--- src/rtl/adsr_envelope_gen.sv ---
// -----------------------------------------------------------------------------
// adsr_envelope_gen
//
// Purpose: ADSR envelope generator placed between the note/key logic and the
// voice amplitude multiplier. It provides attack, decay, sustain and release
// stages. A gate rising edge retriggers the attack without resetting the level.
// Widths are configurable. Level changes happen only on sample_tick. Gate
// events are evaluated on every clk.
//
// Ports:
//   clk           - system clock
//   rst           - asynchronous, active-low reset
//   sample_tick   - one-clk strobe that advances the envelope
//   attack_time   - extra ticks per attack step   (one step every T+1 ticks)
//   decay_time    - extra ticks per decay step
//   sustain_level - sustain target level, tracked live while in SUSTAIN
//   release_time  - extra ticks per release step
//   amplitude     - output scale factor
//   gate          - note held
//   envelope      - registered (L * amplitude) >> (LVL_W + AMP_W - OUT_W)
//   stage         - registered stage: IDLE=0 ATTACK=1 DECAY=2 SUSTAIN=3 RELEASE=4
//   active        - high whenever stage != IDLE
// -----------------------------------------------------------------------------
module adsr_envelope_gen #(
  parameter int TIME_W = 16,
  parameter int LVL_W  = 8,
  parameter int AMP_W  = 7,
  parameter int OUT_W  = 8
) (
  input  logic              clk,
  input  logic              rst,
  input  logic              sample_tick,
  input  logic [TIME_W-1:0] attack_time,
  input  logic [TIME_W-1:0] decay_time,
  input  logic [LVL_W-1:0]  sustain_level,
  input  logic [TIME_W-1:0] release_time,
  input  logic [AMP_W-1:0]  amplitude,
  input  logic              gate,
  output logic [OUT_W-1:0]  envelope,
  output logic [2:0]        stage,
  output logic              active
);

  typedef enum logic [2:0] {
    ST_IDLE    = 3'd0,
    ST_ATTACK  = 3'd1,
    ST_DECAY   = 3'd2,
    ST_SUSTAIN = 3'd3,
    ST_RELEASE = 3'd4
  } stage_e;

  localparam int             PROD_W = LVL_W + AMP_W;
  localparam int             SHIFT  = PROD_W - OUT_W;
  localparam logic [LVL_W-1:0] LMAX = '1;

  stage_e              stage_q, stage_d;
  logic [LVL_W-1:0]    lvl_q, lvl_d;
  logic [TIME_W-1:0]   div_cnt_q, div_cnt_d;
  logic                gate_prev_q;
  logic [OUT_W-1:0]    env_q, env_d;

  logic                gate_rise;
  logic [TIME_W-1:0]   cur_time;
  logic                step_due;
  logic [TIME_W-1:0]   div_adv;
  logic [PROD_W-1:0]   prod;

  assign gate_rise = gate & ~gate_prev_q;

  // Time input for the stage being stepped. It is sampled live, so a change
  // takes effect at the next compare.
  always_comb begin
    cur_time = attack_time;
    case (stage_q)
      ST_DECAY:   cur_time = decay_time;
      ST_RELEASE: cur_time = release_time;
      default:    cur_time = attack_time;
    endcase
  end

  // On a tick, either a level step is due (and the divider restarts) or the
  // divider counts up.
  assign step_due = (div_cnt_q >= cur_time);
  assign div_adv  = step_due ? '0 : div_cnt_q + TIME_W'(1);

  always_comb begin
    stage_d   = stage_q;
    lvl_d     = lvl_q;
    div_cnt_d = div_cnt_q;

    if (gate_rise) begin
      // Retrigger from any stage. Keeping the level avoids an audible click.
      stage_d   = ST_ATTACK;
      div_cnt_d = '0;
    end else if (!gate && (stage_q == ST_ATTACK || stage_q == ST_DECAY ||
                           stage_q == ST_SUSTAIN)) begin
      stage_d   = ST_RELEASE;
      div_cnt_d = '0;
    end else begin
      case (stage_q)
        ST_IDLE: begin
          lvl_d = '0;
        end
        ST_ATTACK: begin
          if (sample_tick) begin
            if (lvl_q == LMAX) begin
              // The peak costs one extra tick. No step is applied on it.
              stage_d   = ST_DECAY;
              div_cnt_d = '0;
            end else begin
              div_cnt_d = div_adv;
              if (step_due) lvl_d = lvl_q + LVL_W'(1);
            end
          end
        end
        ST_DECAY: begin
          if (sample_tick) begin
            if (lvl_q <= sustain_level) begin
              stage_d = ST_SUSTAIN;
              lvl_d   = sustain_level;
            end else begin
              div_cnt_d = div_adv;
              if (step_due) lvl_d = lvl_q - LVL_W'(1);
            end
          end
        end
        ST_SUSTAIN: begin
          lvl_d = sustain_level;
        end
        ST_RELEASE: begin
          if (sample_tick) begin
            if (lvl_q == '0) begin
              stage_d = ST_IDLE;
            end else begin
              div_cnt_d = div_adv;
              if (step_due) lvl_d = lvl_q - LVL_W'(1);
            end
          end
        end
        default: begin
          stage_d = ST_IDLE;
          lvl_d   = '0;
        end
      endcase
    end
  end

  // Full-width unsigned product. Keep the top OUT_W bits.
  assign prod  = PROD_W'(lvl_q) * PROD_W'(amplitude);
  assign env_d = OUT_W'(prod >> SHIFT);

  always_ff @(posedge clk or negedge rst) begin
    if (!rst) begin
      stage_q     <= ST_IDLE;
      lvl_q       <= '0;
      div_cnt_q   <= '0;
      gate_prev_q <= 1'b0;
      env_q       <= '0;
    end else begin
      stage_q     <= stage_d;
      lvl_q       <= lvl_d;
      div_cnt_q   <= div_cnt_d;
      gate_prev_q <= gate;
      env_q       <= env_d;
    end
  end

  assign envelope = env_q;
  assign stage    = stage_q;
  assign active   = (stage_q != ST_IDLE);

endmodule

--- config.mk ---
export PLATFORM = sky130hd
export DESIGN_NAME = adsr_envelope_gen
export DESIGN_NICKNAME = d
export VERILOG_FILES = /design/src/rtl/adsr_envelope_gen.sv
export SDC_FILE = /design/constraint.sdc
export NUM_CORES = 1
export LEC_CHECK = 0
export ABC_AREA = 1
export BUFFER_PORTS_ARGS = -buffer_cell sky130_fd_sc_hd__buf_2
export CORE_MARGIN = 2
export CORE_UTILIZATION = 63
export DETAILED_ROUTE_END_ITERATION = 10
export GPL_ROUTABILITY_DRIVEN = 0
export PLACE_DENSITY = 0.91
export SYNTH_ARGS = -nofsm -noshare
export SYNTH_HDL_FRONTEND = slang
export SYNTH_SLANG_ARGS = --single-unit
--- constraint.sdc ---
create_clock -name clk -period 10.2 [get_ports clk]
set_input_delay 2.55 -clock clk [delete_from_list [all_inputs] [get_ports clk]]
set_output_delay 2.55 -clock clk [all_outputs]
set_load 0.03 [all_outputs]
==> results.md <==
- Period minus WS final: 6.073 ns
- Clock Power Share: under 10%
- Total negative setup slack: 0 ns
- Dpl cells: 890
- Internal: 570.8 uW
- CP Cell Sequence: buf_2 -> nand2_1 -> inv_1 -> fa_1 -> fa_1 -> fa_1 -> inv_1 -> fa_1 -> inv_1 -> ha_1 -> nand2_1 -> o21ai_0 -> a21oi_1 -> o21bai_1 -> xor2_1
- Max incr delay on CP: 0.55 ns
- Seq pwr share: between 20% and 30%
- Worst Path Max Fanout: 8
- Final Cycle Share: 59.54%
- Relative slew margins: 42.47%
- Final cell count without fillers: 897
- Detailed-route via count: 5062
- Routed Antenna Nets: 0
- Crit-path slowest cell: fa_1
- Synth async-reset ratio: 100.0%
- Final WS setup: 4.127 ns
- Initial Util: 64.99%
- Part of the power in combinational logic: approximately 70%
- MaxCap Viol Count: 0
- CTS tree: done
- Syn Area/Cell: a little under 7 um^2
- Distinct cells, synth: 41
- Antenna cells: 0
- Pwr Total: 1.295 mW
- Initial antenna violation count: 0
- Placed instance area: 5416 um^2
- Synthesized flop and latch total: 36
- Worst Skew: 0.009749 ns
- Nets: 949
- Fin util: 71.71%
- Dpl hpwl: between 9000 and 10000 um
- Critical Path End Type: flop
- Hold WC Path Type: reg2reg
- Row cnt: 32
- Critical path buffers and inverters: 4
- M2 GR Usage: 55.92%
- Clk Latency, worst-skew pair: 0.30 ns
- Crit path launch type: primary input
- CTS Sinks: 36
- Largest net degree at the start of global routing: 37
- Met3 usage: 4.271%
- Core box area: between 7000 and 8000 um^2
- Fmax: roughly 160 MHz
- Count of flip-flops with a built-in enable after synthesis: 0
- CTS resizes: 0
- Drt wl/cell: 14.01 um
- Synth Warn #: 0
- Met1 Usage GRT: 34.76%
- Final setup violation count: 0
- Seq/Total Area, Yosys: a little under a fifth
- Worst-path clk slew: 0.07 ns
- Bufs on Longest Clock Path: 2
- Critical path type: in2reg
- First-pass GRT wire length: 21060 um
- I/O Pins: 79
- DR vias/cell: approximately 5.6
- Port bufs: 78
- Initial DRC count: roughly 410
- Postcts setup bufs: 0
- RSZ-0062 raised after global routing: no
- Sw Ratio: 55.93%
- # H-tree levels: 2
- CP top delay family: adder cells
- Most Frequent Cell on Critical Path: fa_1
- Final hold viol count: 0
- CP Data Required Time: roughly 10 ns
- Die W: between 90 and 100 um
- Hold buffers post-CTS: 0
- Fin area: 5513 um^2
- Gr ovfl total: 0
- Worst vdd ir: roughly 0.15 mV
- Drt drc: 0
- Syn nets: 886
- Total die area: 8658 um^2
- Setup WS pre-CTS: between 3 and 4 ns
- Switching pwr: roughly 720 uW
- Share of cells above drive strength 1: 13.46%
- Ys flop type: dfrtp_1
- Fin Hold WS: 0.5025 ns
- Leak Pwr: 3.435 nW
- Vias in the first global route: 4876
- Pwr Density: 235.0 nW/um^2
- First-pass detailed-route iteration total: 6
- Number of buffers created by CTS: 5
- Mapped Area: around 5000 um^2
- Cells after Synth: around 730
- Root buffer cell: clkbuf_8
- R2R setup slack: 5.84 ns
- Die extent in y: 93.05 um
- Overall Global Routing Usage: 29.97%
- Outcome: finished, final reports clean
- WP data arrival: 6.29 ns
- Busiest grt layer: met2
- Slew Limit Fails: 0
- Syn-to-layout area delta: 10.34%
- Tightest Pin Transition: 0.8630 ns
- Final wirelength: 12570 um
-- state kept, by name (all words and copies together), names as in the netlist --
register	cells
div_cnt_q	16
envelope	8
lvl_q	8
stage	3
gate_prev_q	1
-- synthesized netlist by cell type (3+ instances only) --
| cell | number | area [um^2] |
|---|---|---|
| o21a_1 | 3 | 22.52 |
| inv_2 | 6 | 22.52 |
| ha_1 | 59 | 738.2 |
| nor3_1 | 6 | 30.03 |
| xor2_1 | 12 | 105.1 |
| nor2_1 | 49 | 183.9 |
| nand3_1 | 55 | 275.3 |
| nand3_2 | 4 | 40.04 |
| o21bai_1 | 5 | 37.54 |
| o21ai_1 | 5 | 25.02 |
| nand4_1 | 10 | 62.56 |
| dfrtp_1 | 36 | 900.9 |
| clkbuf_1 | 16 | 60.06 |
| fa_1 | 28 | 560.5 |
| buf_2 | 3 | 15.01 |
| a22o_1 | 15 | 131.4 |
| inv_1 | 130 | 488.0 |
| o21ai_0 | 16 | 80.08 |
| a21oi_1 | 46 | 230.2 |
| xnor2_1 | 5 | 43.79 |
| nand2_1 | 199 | 747.0 |
-- power groups by stage --
| stage | clock [mW] | sequential [mW] | combinational [mW] |
|---|---|---|---|
| 2_1_floorplan | 0 | 0.232 | 0.723 |
| 3_3_place_gp | 0 | 0.261 | 0.856 |
| 3_5_place_dp | 0 | 0.262 | 0.907 |
| 4_1_cts | 0.114 | 0.259 | 0.918 |
| 5_1_grt | 0.120 | 0.268 | 1.05 |
| 6_report | 0.113 | 0.262 | 0.920 |
-- layer usage --
layer,up-vias,share of wire (%)
li1,2445,-
met1,2336,40
met2,235,51
met3,46,6.4
met4,0,3.2
met5,-,0
-- worst register-to-register path, stage by stage (launching register included) --
cell,delay [ns]
dfrtp_1,0.69
nand2_1,0.12
inv_1,0.09
fa_1,0.44
fa_1,0.52
fa_1,0.54
inv_1,0.05
fa_1,0.52
inv_1,0.04
ha_1,0.36
nand2_1,0.10
o21ai_0,0.34
a21oi_1,0.12
o21bai_1,0.17
xor2_1,0.16
-- cells by family after synthesis --
kind of cell             share of synthesized area (%)
buffers and inverters                            12.25
XOR/XNOR                                         2.980
flip-flops                                       18.03
AND/OR/NAND/NOR                                  29.05
adder cells (fa/ha/maj)                          26.00
AO/OA/AOI/OAI                                    11.70
-- layout make-up --
class | instances | area, um^2
fillers | 643 | 2175
inverters | 137 | 514.2
well taps | 102 | 127.6
flip-flops and latches | 36 | 900.9
repair buffers | 78 | 390.4
multi-input cells | 537 | 3483
clock buffers | 7 | 96.34
-- cell usage in the layout (no fill, tap or decap), drive strengths merged, types with 2 or more instances in the layout --
master,synthesis,layout
a211oi,2,2
a21oi,47,47
a22o,15,15
buf,6,78
clkbuf,16,7
dfrtp,36,36
fa,28,28
ha,59,59
inv,136,136
nand2,203,203
nand3,60,60
nand4,10,10
nor2,52,52
nor3,6,6
o21a,3,3
o21ai,22,22
o21bai,5,5
or2,2,2
xnor2,5,5
xor2,12,12
-- final timing paths --
path / start / endpoint / depth (start not counted)
worst max-delay path: amplitude[3] / envelope[4]$_DFF_PN0_ / 15
worst min-delay path: div_cnt_q[0]$_DFFE_PN0P_ / div_cnt_q[0]$_DFFE_PN0P_ / 1
worst max register to register: lvl_q[3]$_DFFE_PN0P_ / envelope[4]$_DFF_PN0_ / 14
worst min register to register: div_cnt_q[0]$_DFFE_PN0P_ / div_cnt_q[0]$_DFFE_PN0P_ / 1
max in group asynchronous: rst / envelope[5]$_DFF_PN0_ / 1
min in group asynchronous: rst / stage[0]$_DFFE_PN0P_ / 1
No activity file was read; power rests on OpenSTA's default activity.
